<file path="src/rtl/sync_fifo.sv">
// Single-clock FIFO with occupancy count, programmable almost flags and a
// selectable registered or first-word-fall-through read port.
module sync_fifo #(
  parameter int unsigned DATA_WIDTH    = 8,
  parameter int unsigned ADDR_BITS     = 3,
  parameter int unsigned FWFT          = 0,
  parameter int unsigned AFULL_THRESH  = 6,
  parameter int unsigned AEMPTY_THRESH = 2
) (
  input  logic                  clk,
  input  logic                  rst,
  input  logic                  wen,
  input  logic [DATA_WIDTH-1:0] wdata,
  input  logic                  ren,
  output logic [DATA_WIDTH-1:0] rdata,
  output logic                  rvalid,
  output logic                  full,
  output logic                  empty,
  output logic                  almost_full,
  output logic                  almost_empty,
  output logic [ADDR_BITS:0]    count,
  output logic                  overflow,
  output logic                  underflow
);

  localparam int unsigned        Depth     = 1 << ADDR_BITS;
  localparam logic [ADDR_BITS:0] DepthCnt  = (ADDR_BITS + 1)'(Depth);
  localparam logic [ADDR_BITS:0] AfullCnt  = (ADDR_BITS + 1)'(AFULL_THRESH);
  localparam logic [ADDR_BITS:0] AemptyCnt = (ADDR_BITS + 1)'(AEMPTY_THRESH);
  localparam logic [ADDR_BITS:0] One       = (ADDR_BITS + 1)'(1);

  logic [DATA_WIDTH-1:0]  r_mem [Depth];
  logic [ADDR_BITS:0]     r_wptr;
  logic [ADDR_BITS:0]     r_rptr;
  logic [ADDR_BITS:0]     r_count;
  logic                   r_overflow;
  logic                   r_underflow;

  logic                   w_full;
  logic                   w_empty;
  logic                   w_rd_acc;
  logic                   w_wr_acc;
  logic [ADDR_BITS-1:0]   w_waddr;
  logic [ADDR_BITS-1:0]   w_raddr;

  assign w_full   = (r_count == DepthCnt);
  assign w_empty  = (r_count == '0);
  assign w_rd_acc = ren & ~w_empty;
  // A read on the same edge frees a slot, so a full FIFO can still take a write.
  assign w_wr_acc = wen & (~w_full | w_rd_acc);
  assign w_waddr  = r_wptr[ADDR_BITS-1:0];
  assign w_raddr  = r_rptr[ADDR_BITS-1:0];

  always_ff @(posedge clk) begin
    if (rst) begin
      r_wptr      <= '0;
      r_rptr      <= '0;
      r_count     <= '0;
      r_overflow  <= 1'b0;
      r_underflow <= 1'b0;
    end else begin
      if (w_wr_acc) r_wptr <= r_wptr + One;
      if (w_rd_acc) r_rptr <= r_rptr + One;
      if (w_wr_acc && !w_rd_acc) begin
        r_count <= r_count + One;
      end else if (w_rd_acc && !w_wr_acc) begin
        r_count <= r_count - One;
      end
      r_overflow  <= wen & ~w_wr_acc;
      r_underflow <= ren & w_empty;
    end
  end

  always_ff @(posedge clk) begin
    if (!rst && w_wr_acc) r_mem[w_waddr] <= wdata;
  end

  if (FWFT != 0) begin : g_fwft
    always_comb begin
      rdata = '0;
      if (!w_empty) rdata = r_mem[w_raddr];
    end
    assign rvalid = ~w_empty;
  end else begin : g_reg
    logic [DATA_WIDTH-1:0] r_rdata;
    logic                  r_rvalid;

    always_ff @(posedge clk) begin
      if (rst) begin
        r_rdata  <= '0;
        r_rvalid <= 1'b0;
      end else begin
        r_rvalid <= w_rd_acc;
        if (w_rd_acc) r_rdata <= r_mem[w_raddr];
      end
    end

    assign rdata  = r_rdata;
    assign rvalid = r_rvalid;
  end

  assign full         = w_full;
  assign empty        = w_empty;
  assign almost_full  = (r_count >= AfullCnt);
  assign almost_empty = (r_count <= AemptyCnt);
  assign count        = r_count;
  assign overflow     = r_overflow;
  assign underflow    = r_underflow;

endmodule

</file>
<file path="config.mk">
export PLATFORM = sky130hd
export DESIGN_NAME = sync_fifo
export DESIGN_NICKNAME = d
export VERILOG_FILES = /design/src/rtl/sync_fifo.sv
export SDC_FILE = /design/constraint.sdc
export NUM_CORES = 1
export LEC_CHECK = 0
export BUFFER_PORTS_ARGS = -buffer_cell sky130_fd_sc_hd__buf_2
export CAP_MARGIN = 20
export CORE_UTILIZATION = 45
export CTS_CLUSTER_SIZE = 16
export DETAILED_ROUTE_END_ITERATION = 6
export PLACE_DENSITY = 0.75
export SLEW_MARGIN = 20
export SYNTH_ARGS = -nofsm -noshare
export SYNTH_HDL_FRONTEND = slang
export SYNTH_SLANG_ARGS = --single-unit
</file>
<file path="constraint.sdc">
create_clock -name clk -period 4.96 [get_ports clk]
set_clock_uncertainty 0.1 [all_clocks]
set_input_delay 0 -clock clk [delete_from_list [all_inputs] [get_ports clk]]
set_output_delay 0 -clock clk [all_outputs]
set_load 0.005 [all_outputs]
</file>
==> run_summary.xml, run 1 <==
<?xml version="1.0" encoding="UTF-8"?>
<metrics>
  <group name="run_status">
    <metric name="status" unit="">completed</metric>
  </group>
  <group name="placed_design">
    <metric name="buffer_ports.inserted" unit="">30</metric>
    <metric name="place_area" unit="um^2">3573</metric>
    <metric name="placement.setup.worst_slack" unit="ns">1.998</metric>
    <metric name="dp.final_hpwl" unit="um">3698</metric>
    <metric name="place_congestion" unit="">0.7577</metric>
  </group>
  <group name="logic_synthesis">
    <metric name="sequential_share_of_the_synthesized_area" unit="%">70.67</metric>
    <metric name="syn_area" unit="um^2">3314</metric>
    <metric name="postSynthAreaPerCell" unit="um^2">16.41</metric>
    <metric name="postSynth.topFlopCell" unit="">sky130_fd_sc_hd__edfxtp_1</metric>
    <metric name="post_synth_inst_count" unit="">202</metric>
    <metric name="postSynthRegisterBits" unit="">85</metric>
    <metric name="post_synth_main_area_contributors" unit="">sky130_fd_sc_hd__edfxtp_1, sky130_fd_sc_hd__dfxtp_1, sky130_fd_sc_hd__mux4_2</metric>
    <metric name="cell_taking_the_most_area_after_synthesis" unit="">sky130_fd_sc_hd__edfxtp_1</metric>
    <metric name="synth.net_count" unit="">220</metric>
    <metric name="yosys_warnings" unit="">0</metric>
    <metric name="synthDominantCellAreaShare" unit="%">57.98</metric>
    <metric name="synth.distinct_cells" unit="">36</metric>
    <metric name="ys_async_sr_fraction" unit="%">0</metric>
    <metric name="synth-edff-count" unit="">64</metric>
  </group>
  <group name="cells_and_area">
    <metric name="fill_cells" unit="">535</metric>
    <metric name="total_area_of_multi_input_combinational_cells" unit="um^2">904.6</metric>
    <metric name="layout_commonest_cell" unit="">sky130_fd_sc_hd__edfxtp_1</metric>
    <metric name="post_route_cells_drive_above_1_share" unit="%">27.84</metric>
    <metric name="antenna_cells" unit="">0</metric>
    <metric name="seq_area" unit="um^2">2342</metric>
    <metric name="fin_nets" unit="">268</metric>
    <metric name="final_area" unit="um^2">3885</metric>
    <metric name="final_cell_mix" unit="">sky130_fd_sc_hd__edfxtp_1, sky130_fd_sc_hd__buf_2, sky130_fd_sc_hd__nor2_1</metric>
    <metric name="areaGrowthSynthToFinish" unit="%">17.21</metric>
  </group>
  <group name="drt">
    <metric name="vias" unit="">1861</metric>
    <metric name="first_iter_violations" unit="">88</metric>
    <metric name="detail-route-antenna-nets" unit="">0</metric>
    <metric name="detail_route.wl_per_cell" unit="um">17.28</metric>
    <metric name="vias_per_cell" unit="">5.302</metric>
    <metric name="final_wirelength" unit="um">6066</metric>
    <metric name="drcViolationCount" unit="">0</metric>
    <metric name="drtPass1Iterations" unit="">4</metric>
  </group>
  <group name="critical_path">
    <metric name="crit-reg2reg-capture" unit="">count[3]</metric>
    <metric name="crit_path_max_fanout" unit="">14</metric>
    <metric name="critical_path.reg2reg.startpoint" unit="">count[1]</metric>
    <metric name="end_kind" unit="">register</metric>
    <metric name="r2r_slack" unit="ns">2.04</metric>
    <metric name="class_of_the_most_critical_setup_path" unit="">reg -&gt; reg</metric>
    <metric name="crit_path_max_incr_delay" unit="ns">0.55</metric>
    <metric name="r2r.worst_path.cells" unit="">9</metric>
    <metric name="timing.critical_path.from_type" unit="">register</metric>
    <metric name="worstPathRequired" unit="ns">5.11</metric>
    <metric name="crit_chain" unit="">o41a_1, inv_1, ha_1, inv_1, ha_1, a21oi_1, a211oi_1, a31oi_1, mux2_2</metric>
    <metric name="critPathSlowestCell" unit="">sky130_fd_sc_hd__o41a_1</metric>
    <metric name="crit_arrival" unit="ns">3.07</metric>
  </group>
  <group name="clock_tree">
    <metric name="tritoncts" unit="">yes</metric>
    <metric name="cts_post_setup_buffers_inserted" unit="">0</metric>
    <metric name="htree_levels" unit="">3</metric>
    <metric name="clk_root_buffer_cell" unit="">sky130_fd_sc_hd__clkbuf_8</metric>
    <metric name="cts_resized" unit="">0</metric>
    <metric name="cts_buffer_depth" unit="">2</metric>
    <metric name="hold_buffers_post_cts" unit="">12</metric>
    <metric name="numCtsBuffers" unit="">9</metric>
    <metric name="worstSkewPairLatency" unit="ns">0.36</metric>
    <metric name="cts.clk_slew.worst_paths" unit="ns">0.09</metric>
    <metric name="cts_num_sinks" unit="">85</metric>
  </group>
  <group name="die">
    <metric name="floorplan.die.height" unit="um">87.82</metric>
    <metric name="initial_core_utilization" unit="%">47.73</metric>
    <metric name="design.die.area" unit="um^2">7712</metric>
    <metric name="core-area" unit="um^2">6944</metric>
    <metric name="fp-row-count" unit="">30</metric>
    <metric name="die-width" unit="um">87.82</metric>
    <metric name="floorplan.io_pins" unit="">31</metric>
  </group>
  <group name="timing">
    <metric name="grt_setup_unrepaired" unit="">no</metric>
    <metric name="final-hold-violation-count" unit="">0</metric>
    <metric name="final.setup.tns" unit="ns">0</metric>
    <metric name="setup_viol_count_final" unit="">0</metric>
    <metric name="final_critical_path_setup_slack" unit="ns">2.043</metric>
    <metric name="layout_min_cycle_time" unit="ns">2.917</metric>
    <metric name="slew_worst_pin" unit="ns">0.9333</metric>
    <metric name="max_slew_margin" unit="%">37.55</metric>
    <metric name="holdWs" unit="ns">0.3483</metric>
    <metric name="maxSlewViolCount" unit="">0</metric>
    <metric name="fmax" unit="GHz">0.3429</metric>
    <metric name="fin_crit_sh" unit="%">58.80</metric>
  </group>
  <group name="global_routing">
    <metric name="number_of_global_route_vias_before_repair" unit="">1807</metric>
    <metric name="antenna_found_initial" unit="">0</metric>
    <metric name="grt_remaining_overflow" unit="">0</metric>
    <metric name="grt_start_max_net_pins" unit="">27</metric>
    <metric name="wire_length_of_the_first_global_routing_pass" unit="um">9280</metric>
    <metric name="global_route.usage.total" unit="%">17.47</metric>
  </group>
  <group name="hold_path">
    <metric name="worst_hold_path.endpoint" unit="">r_mem[2][1]</metric>
    <metric name="timing.hold.worst.start" unit="">wdata[1]</metric>
    <metric name="worstHoldPathType" unit="">in -&gt; reg</metric>
    <metric name="hold_path_depth" unit="">2</metric>
  </group>
  <group name="power">
    <metric name="vdd_ir_drop_max" unit="uV">247.5</metric>
    <metric name="power_leakage" unit="nW">1.354</metric>
    <metric name="cellPowerDensity" unit="nW/um^2">464.2</metric>
  </group>
  <group name="job">
    <metric name="max_cap_violations" unit="">0</metric>
  </group>
</metrics>
## per-stage QoR
step / util, % / power (mW) / cells
floorplan: - / 1.216 / 202
global placement: 51.46 / 1.332 / 323
detailed placement: 51.46 / 1.341 / 323
CTS: 55.95 / 1.824 / 351
global route: 55.95 / 1.894 / 351
finish: 55.95 / 1.803 / 351
## synthesized netlist by cell type (all sizes together) (3+ instances only)
master  count
buf         5
mux4       16
nand2       9
o22ai       8
dfxtp      21
nand2b      3
a21oi       6
clkbuf      5
ha          5
edfxtp     64
inv         5
nor3       10
nor2       22
## layer usage
layer | vias up | wire, um | GRT usage (%)
met2 | 41 | 3034 | 27.20
met3 | 10 | 258 | 5.938
met1 | 935 | 2683 | 22.49
met5 | - | 0 | 0
li1 | 875 | - | -
met4 | 0 | 90 | 7.452
## state kept, by name, summed over array words and instances (netlist names)
name       cells
r_mem         64
overflow       1
rvalid         1
underflow      1
r_wptr         3
count          4
rdata          8
r_rptr         3
## layout make-up
cell class,count,share of cell area [%]
clock buffer,10,3.285
timing repair buffer,47,7.923
inverter,5,0.4831
multi-input combinational,102,23.29
clock inverter,6,1.643
sequential,85,60.29
tap,96,3.092
## worst max-delay path by stage
stage / endpoint / slack [ns] / depth (start not counted) / startpoint
after floorplan: count[3] / 2.24 / 10 / count[0]
after global placement: count[3] / 2.14 / 9 / count[0]
after detailed placement: count[3] / 2.00 / 9 / count[0]
after CTS: count[3] / 1.99 / 9 / count[0]
after global routing: count[3] / 1.83 / 9 / count[0]
final: count[3] / 2.04 / 9 / count[1]
## critical path, delay by kind of cell (launching register included)
kind | cells | cell delay (ns)
adders and majority gates | 2 | 0.53
buffers and inverters | 2 | 0.29
AOI/OAI and AO/OA | 4 | 1.04
DFF | 1 | 0.50
muxes | 1 | 0.35
## cells by family (layout without fill, tap and decap cells)
| group | after synthesis | count (layout) | share of synthesized area (%) |
|---|---|---|---|
| XOR/XNOR | 4 | 4 | 1.057 |
| AND/OR/NAND/NOR | 53 | 53 | 7.739 |
| multiplexers | 18 | 18 | 11.51 |
| flip-flops | 85 | 85 | 70.67 |
| buffers and inverters | 15 | 68 | 2.038 |
| adder cells (fa/ha/maj) | 6 | 6 | 2.492 |
| AO/OA/AOI/OAI | 21 | 21 | 4.492 |
## power by group
group	internal [mW]	total [mW]	switching (mW)	leakage (nW)
Sequential	0.824	0.895	0.0708	0.751
Combinational	0.233	0.431	0.198	0.521
Clock	0.231	0.478	0.247	0.0822
Total	1.29	1.80	0.516	1.35
Note: power is estimated with default switching activity, not from simulation.
==> inputs of run 2 (changes only) <==
==> constraint.sdc (replaced) <==
create_clock -name clk -period 3 [get_ports clk]
set_clock_uncertainty 0.1 [all_clocks]
set_input_delay 0 -clock clk [delete_from_list [all_inputs] [get_ports clk]]
set_output_delay 0 -clock clk [all_outputs]
set_load 0.005 [all_outputs]
==> run_summary.xml, run 2 (synthesis results as in run 1) <==
<?xml version="1.0" encoding="UTF-8"?>
<metrics>
  <group name="global_routing">
    <metric name="antenna_found_initial" unit="">0</metric>
    <metric name="number_of_global_route_vias_before_repair" unit="">1844</metric>
    <metric name="global_route.usage.total" unit="%">17.60</metric>
    <metric name="grt_remaining_overflow" unit="">0</metric>
    <metric name="wire_length_of_the_first_global_routing_pass" unit="um">9377</metric>
    <metric name="grt_start_max_net_pins" unit="">27</metric>
  </group>
  <group name="drt">
    <metric name="vias_per_cell" unit="">5.292</metric>
    <metric name="drcViolationCount" unit="">0</metric>
    <metric name="final_wirelength" unit="um">6062</metric>
    <metric name="vias" unit="">1900</metric>
    <metric name="detail_route.wl_per_cell" unit="um">16.89</metric>
    <metric name="detail-route-antenna-nets" unit="">0</metric>
    <metric name="first_iter_violations" unit="">123</metric>
    <metric name="drtPass1Iterations" unit="">5</metric>
  </group>
  <group name="cells_and_area">
    <metric name="seq_area" unit="um^2">2344</metric>
    <metric name="largest_reg_flops" unit="">64</metric>
    <metric name="final_cell_mix" unit="">sky130_fd_sc_hd__edfxtp_1, sky130_fd_sc_hd__buf_2, sky130_fd_sc_hd__nor2_1</metric>
    <metric name="post_route_cells_drive_above_1_share" unit="%">30.80</metric>
    <metric name="fill_cells" unit="">530</metric>
    <metric name="finish.cell_count_without_fillers" unit="">359</metric>
    <metric name="layout_commonest_cell" unit="">sky130_fd_sc_hd__edfxtp_1</metric>
    <metric name="final_area" unit="um^2">3976</metric>
    <metric name="top_register" unit="">r_mem</metric>
    <metric name="fin_nets" unit="">276</metric>
    <metric name="fin_util" unit="%">57.26</metric>
    <metric name="total_area_of_multi_input_combinational_cells" unit="um^2">904.6</metric>
    <metric name="areaGrowthSynthToFinish" unit="%">19.97</metric>
    <metric name="antenna_cells" unit="">0</metric>
  </group>
  <group name="critical_path">
    <metric name="critical-path-top-delay-family" unit="">compound AO/OA/AOI/OAI gates</metric>
    <metric name="class_of_the_most_critical_setup_path" unit="">reg -&gt; reg</metric>
    <metric name="crit_path_max_fanout" unit="">8</metric>
    <metric name="crit_chain" unit="">or4b_4, o21ai_4, inv_2, ha_1, inv_1, ha_1, a21oi_1, a211oi_1, a31oi_1, mux2_2</metric>
    <metric name="timing.critical_path.from_type" unit="">register</metric>
    <metric name="path_common_cell" unit="">sky130_fd_sc_hd__ha_1</metric>
    <metric name="critPathSlowestCell" unit="">sky130_fd_sc_hd__or4b_4</metric>
    <metric name="cp.buffers_inverters" unit="">2</metric>
    <metric name="crit_path_max_incr_delay" unit="ns">0.50</metric>
    <metric name="end_kind" unit="">register</metric>
    <metric name="crit_arrival" unit="ns">2.94</metric>
    <metric name="worstPathRequired" unit="ns">3.15</metric>
  </group>
  <group name="placed_design">
    <metric name="dp.final_hpwl" unit="um">3807</metric>
    <metric name="buffer_ports.inserted" unit="">30</metric>
    <metric name="place_congestion" unit="">0.7389</metric>
    <metric name="place_area" unit="um^2">3633</metric>
    <metric name="numPlacedInstances" unit="">331</metric>
    <metric name="placement.setup.worst_slack" unit="ns">0.1422</metric>
  </group>
  <group name="timing">
    <metric name="grt_setup_unrepaired" unit="">no</metric>
    <metric name="fmax" unit="GHz">0.3579</metric>
    <metric name="slew_worst_pin" unit="ns">0.8866</metric>
    <metric name="final.setup.tns" unit="ns">0</metric>
    <metric name="holdWs" unit="ns">0.3502</metric>
    <metric name="layout_min_cycle_time" unit="ns">2.794</metric>
    <metric name="max_slew_margin" unit="%">40.35</metric>
    <metric name="final_critical_path_setup_slack" unit="ns">0.2057</metric>
    <metric name="fin_crit_sh" unit="%">93.14</metric>
    <metric name="setup_viol_count_final" unit="">0</metric>
    <metric name="final-hold-violation-count" unit="">0</metric>
    <metric name="maxSlewViolCount" unit="">0</metric>
  </group>
  <group name="die">
    <metric name="floorplan.die.height" unit="um">87.82</metric>
    <metric name="die-width" unit="um">87.82</metric>
    <metric name="core-area" unit="um^2">6944</metric>
    <metric name="design.die.area" unit="um^2">7712</metric>
    <metric name="fp-row-count" unit="">30</metric>
    <metric name="initial_core_utilization" unit="%">47.73</metric>
    <metric name="floorplan.io_pins" unit="">31</metric>
  </group>
  <group name="power">
    <metric name="vdd_ir_drop_max" unit="uV">435.4</metric>
    <metric name="internal_power" unit="mW">2.240</metric>
    <metric name="power.switching" unit="mW">0.8610</metric>
    <metric name="power_leakage" unit="nW">1.422</metric>
    <metric name="power.clock.fraction" unit="%">28.4</metric>
    <metric name="total_power" unit="mW">3.101</metric>
    <metric name="p_comb_share" unit="%">25.4</metric>
    <metric name="cellPowerDensity" unit="nW/um^2">779.9</metric>
    <metric name="pwr-share-seq" unit="%">46.2</metric>
    <metric name="switching_share" unit="%">27.77</metric>
  </group>
  <group name="clock_tree">
    <metric name="htree_levels" unit="">3</metric>
    <metric name="cts_post_setup_buffers_inserted" unit="">0</metric>
    <metric name="numCtsBuffers" unit="">9</metric>
    <metric name="tritoncts" unit="">yes</metric>
    <metric name="cts_num_sinks" unit="">85</metric>
    <metric name="cts.clk_slew.worst_paths" unit="ns">0.08</metric>
    <metric name="clk_root_buffer_cell" unit="">sky130_fd_sc_hd__clkbuf_8</metric>
    <metric name="cts_buffer_depth" unit="">2</metric>
    <metric name="worstSkewPairLatency" unit="ns">0.36</metric>
  </group>
  <group name="hold_path">
    <metric name="worstHoldPathType" unit="">in -&gt; reg</metric>
  </group>
  <group name="job">
    <metric name="max_cap_violations" unit="">0</metric>
  </group>
  <group name="run_status">
    <metric name="status" unit="">completed</metric>
  </group>
</metrics>
[run 2: timing repair]
item	in CTS	in global routing
resized for setup	0	1
hold buffers	12	0
hold endpoints to repair	75	0
setup endpoints to repair	0	1
[run 2: final timing paths]
path                 start           to  slack [ns]  cells after the start
setup / recovery  count[3]     count[3]        0.21                     10
hold / removal    wdata[1]  r_mem[3][1]        0.35                      2
hold reg to reg   rdata[3]     rdata[3]        0.39                      2
setup reg to reg  count[3]     count[3]        0.21                     10
[run 2: layout make-up]
class,count,share of cell area [%]
flip-flops and latches,85,58.94
multi-input cells,102,22.75
clock buffers,9,3.115
repair buffers,55,9.251
well taps,96,3.021
inverters,5,0.4720
clock inverters,7,2.454
[run 2: worst register-to-register path: cells and delay by family, from the launching register on]
kind | cells | cell delay (ns)
muxes | 1 | 0.35
DFF | 1 | 0.39
adders and majority gates | 2 | 0.48
AOI/OAI and AO/OA | 4 | 0.65
buffers and inverters | 2 | 0.21
and+or+nand+nor | 1 | 0.51
[run 2: power groups by stage]
stage	combinational (mW)	sequential, mW	clock [mW]
global route	0.883	1.45	0.939
detailed placement	0.786	1.46	0
finish	0.789	1.43	0.879
floorplan	0.550	1.46	0
CTS	0.802	1.43	0.899
global placement	0.774	1.45	0
[run 2: layer usage]
metal | vias up | part of all wire (%) | global-route usage [%] | routed length (um)
met5 | - | 0 | 0 | 0
met4 | 0 | 1.1 | 5.216 | 64
li1 | 890 | - | - | -
met3 | 10 | 5.3 | 6.503 | 322
met1 | 935 | 43 | 21.17 | 2589
met2 | 65 | 51 | 29.74 | 3085
==> inputs of run 3 (changes only) <==
--- a/config.mk
+++ b/config.mk
@@ -8,6 +8,7 @@
 export BUFFER_PORTS_ARGS = -buffer_cell sky130_fd_sc_hd__buf_2
 export CAP_MARGIN = 20
 export CORE_UTILIZATION = 45
+export CTS_BUF_LIST = sky130_fd_sc_hd__clkbuf_4
 export CTS_CLUSTER_SIZE = 16
 export DETAILED_ROUTE_END_ITERATION = 6
 export PLACE_DENSITY = 0.75
==> run_summary.xml, run 3 (synthesis results as in run 1) <==
<?xml version="1.0" encoding="UTF-8"?>
<metrics>
  <group name="die">
    <metric name="initial_core_utilization" unit="%">47.73</metric>
    <metric name="floorplan.io_pins" unit="">31</metric>
    <metric name="design.die.area" unit="um^2">7712</metric>
    <metric name="fp-row-count" unit="">30</metric>
    <metric name="core-area" unit="um^2">6944</metric>
    <metric name="die-width" unit="um">87.82</metric>
    <metric name="floorplan.die.height" unit="um">87.82</metric>
  </group>
  <group name="clock_tree">
    <metric name="cts.clk_slew.worst_paths" unit="ns">0.13</metric>
    <metric name="cts_num_sinks" unit="">85</metric>
    <metric name="htree_levels" unit="">3</metric>
    <metric name="worstSkewPairLatency" unit="ns">0.42</metric>
    <metric name="cts_post_setup_buffers_inserted" unit="">0</metric>
    <metric name="tritoncts" unit="">yes</metric>
    <metric name="clk_root_buffer_cell" unit="">sky130_fd_sc_hd__clkbuf_4</metric>
    <metric name="cts_buffer_depth" unit="">2</metric>
    <metric name="numCtsBuffers" unit="">9</metric>
  </group>
  <group name="global_routing">
    <metric name="grt_remaining_overflow" unit="">0</metric>
    <metric name="global_route.usage.total" unit="%">17.58</metric>
    <metric name="grt_start_max_net_pins" unit="">27</metric>
    <metric name="antenna_found_initial" unit="">0</metric>
    <metric name="wire_length_of_the_first_global_routing_pass" unit="um">9370</metric>
    <metric name="number_of_global_route_vias_before_repair" unit="">1846</metric>
  </group>
  <group name="power">
    <metric name="vdd_ir_drop_max" unit="uV">392.8</metric>
    <metric name="power_leakage" unit="nW">1.399</metric>
    <metric name="cellPowerDensity" unit="nW/um^2">753.2</metric>
  </group>
  <group name="cells_and_area">
    <metric name="finish.cell_count_without_fillers" unit="">359</metric>
    <metric name="antenna_cells" unit="">0</metric>
    <metric name="largest_reg_flops" unit="">64</metric>
    <metric name="final_cell_mix" unit="">sky130_fd_sc_hd__edfxtp_1, sky130_fd_sc_hd__buf_2, sky130_fd_sc_hd__nor2_1</metric>
    <metric name="final_area" unit="um^2">3920</metric>
    <metric name="fin_util" unit="%">56.45</metric>
    <metric name="areaGrowthSynthToFinish" unit="%">18.27</metric>
    <metric name="layout_commonest_cell" unit="">sky130_fd_sc_hd__edfxtp_1</metric>
    <metric name="fin_nets" unit="">276</metric>
    <metric name="post_route_cells_drive_above_1_share" unit="%">30.80</metric>
    <metric name="top_register" unit="">r_mem</metric>
  </group>
  <group name="drt">
    <metric name="drtPass1Iterations" unit="">4</metric>
    <metric name="drcViolationCount" unit="">0</metric>
    <metric name="vias" unit="">1882</metric>
    <metric name="final_wirelength" unit="um">6057</metric>
    <metric name="detail_route.wl_per_cell" unit="um">16.87</metric>
    <metric name="vias_per_cell" unit="">5.242</metric>
    <metric name="detail-route-antenna-nets" unit="">0</metric>
    <metric name="first_iter_violations" unit="">89</metric>
  </group>
  <group name="critical_path">
    <metric name="crit-reg2reg-capture" unit="">count[3]</metric>
    <metric name="class_of_the_most_critical_setup_path" unit="">reg -&gt; reg</metric>
    <metric name="startpoint" unit="">count[3]</metric>
    <metric name="r2r.worst_path.cells" unit="">10</metric>
    <metric name="worstPathRequired" unit="ns">3.23</metric>
    <metric name="end_kind" unit="">register</metric>
    <metric name="crit_path_max_fanout" unit="">8</metric>
    <metric name="setup.worst_path.end" unit="">count[3]</metric>
    <metric name="timing.critical_path.from_type" unit="">register</metric>
    <metric name="r2r_slack" unit="ns">0.20</metric>
    <metric name="crit_arrival" unit="ns">3.03</metric>
    <metric name="critical_path.reg2reg.startpoint" unit="">count[3]</metric>
  </group>
  <group name="placed_design">
    <metric name="place_congestion" unit="">0.7389</metric>
    <metric name="numPlacedInstances" unit="">331</metric>
    <metric name="place_area" unit="um^2">3633</metric>
    <metric name="buffer_ports.inserted" unit="">30</metric>
    <metric name="dp.final_hpwl" unit="um">3807</metric>
  </group>
  <group name="timing">
    <metric name="final-hold-violation-count" unit="">0</metric>
    <metric name="fin_crit_sh" unit="%">93.35</metric>
    <metric name="holdWs" unit="ns">0.2769</metric>
    <metric name="maxSlewViolCount" unit="">0</metric>
    <metric name="slew_worst_pin" unit="ns">0.8966</metric>
    <metric name="fmax" unit="GHz">0.3571</metric>
    <metric name="setup_viol_count_final" unit="">0</metric>
    <metric name="grt_setup_unrepaired" unit="">no</metric>
    <metric name="final.setup.tns" unit="ns">0</metric>
    <metric name="layout_min_cycle_time" unit="ns">2.800</metric>
    <metric name="max_slew_margin" unit="%">39.67</metric>
  </group>
  <group name="hold_path">
    <metric name="worstHoldPathType" unit="">in -&gt; reg</metric>
  </group>
  <group name="run_status">
    <metric name="status" unit="">completed</metric>
  </group>
  <group name="job">
    <metric name="max_cap_violations" unit="">0</metric>
  </group>
</metrics>
[run 3: cell count changes in the layout (fill, tap and decap cells not counted)]
cell and change:
sky130_fd_sc_hd__clkbuf_4 +9, sky130_fd_sc_hd__clkbuf_8 -9
[run 3: layout make-up]
class,count,area [um^2]
Clock buffer,9,67.56
Fill cell,542,3024
Clock inverter,7,97.59
Inverter,5,18.77
Multi-Input combinational cell,102,904.6
Tap cell,96,120.1
Timing Repair Buffer,55,367.9
Sequential cell,85,2344
[run 3: worst min path at each step]
stage,endpoint,depth (start not counted),from
final,r_mem[3][1],2,wdata[1]
after global routing,r_mem[1][5],2,wdata[5]
after CTS,r_mem[1][5],2,wdata[5]
after detailed placement,r_mem[2][5],1,wdata[5]
after global placement,overflow,2,ren
after floorplan,overflow,1,ren
[run 3: power by group]
part	internal (mW)	switching, mW	leakage, nW	total [mW]
Sequential	1.36	0.0701	0.751	1.43
Combinational	0.406	0.383	0.563	0.789
Clock	0.341	0.390	0.0842	0.731
[run 3: repair_timing]
action,CTS,global route
resized for setup,0,1
setup endpoints to repair,0,1
endpoints found under the hold margin,82,0
hold buffers,12,0
[run 3: critical path, stage by stage, from the launching register on]
cell and delay [ns]:
sky130_fd_sc_hd__dfxtp_2 0.41, sky130_fd_sc_hd__or4b_4 0.51, sky130_fd_sc_hd__o21ai_4 0.17, sky130_fd_sc_hd__inv_2 0.09
sky130_fd_sc_hd__ha_1 0.20, sky130_fd_sc_hd__inv_1 0.12, sky130_fd_sc_hd__ha_1 0.28, sky130_fd_sc_hd__a21oi_1 0.21
sky130_fd_sc_hd__a211oi_1 0.10, sky130_fd_sc_hd__a31oi_1 0.17, sky130_fd_sc_hd__mux2_2 0.35
[run 3: through the flow]
stage / total power, mW / worst slack, ns
after floorplan: 2.010 / 0.2762
after global placement: 2.227 / 0.2164
after detailed placement: 2.245 / 0.1422
after CTS: 2.983 / 0.1128
after global routing: 3.118 / 0.007437
final: 2.953 / 0.1996
[run 3: layer usage]
layer | part of all wire (%) | wire [um] | GRT usage [%]
met5 | 0 | 0 | 0
met4 | 0.66 | 40 | 6.110
met3 | 5.5 | 335 | 6.032
met2 | 51 | 3083 | 29.53
met1 | 43 | 2598 | 21.23
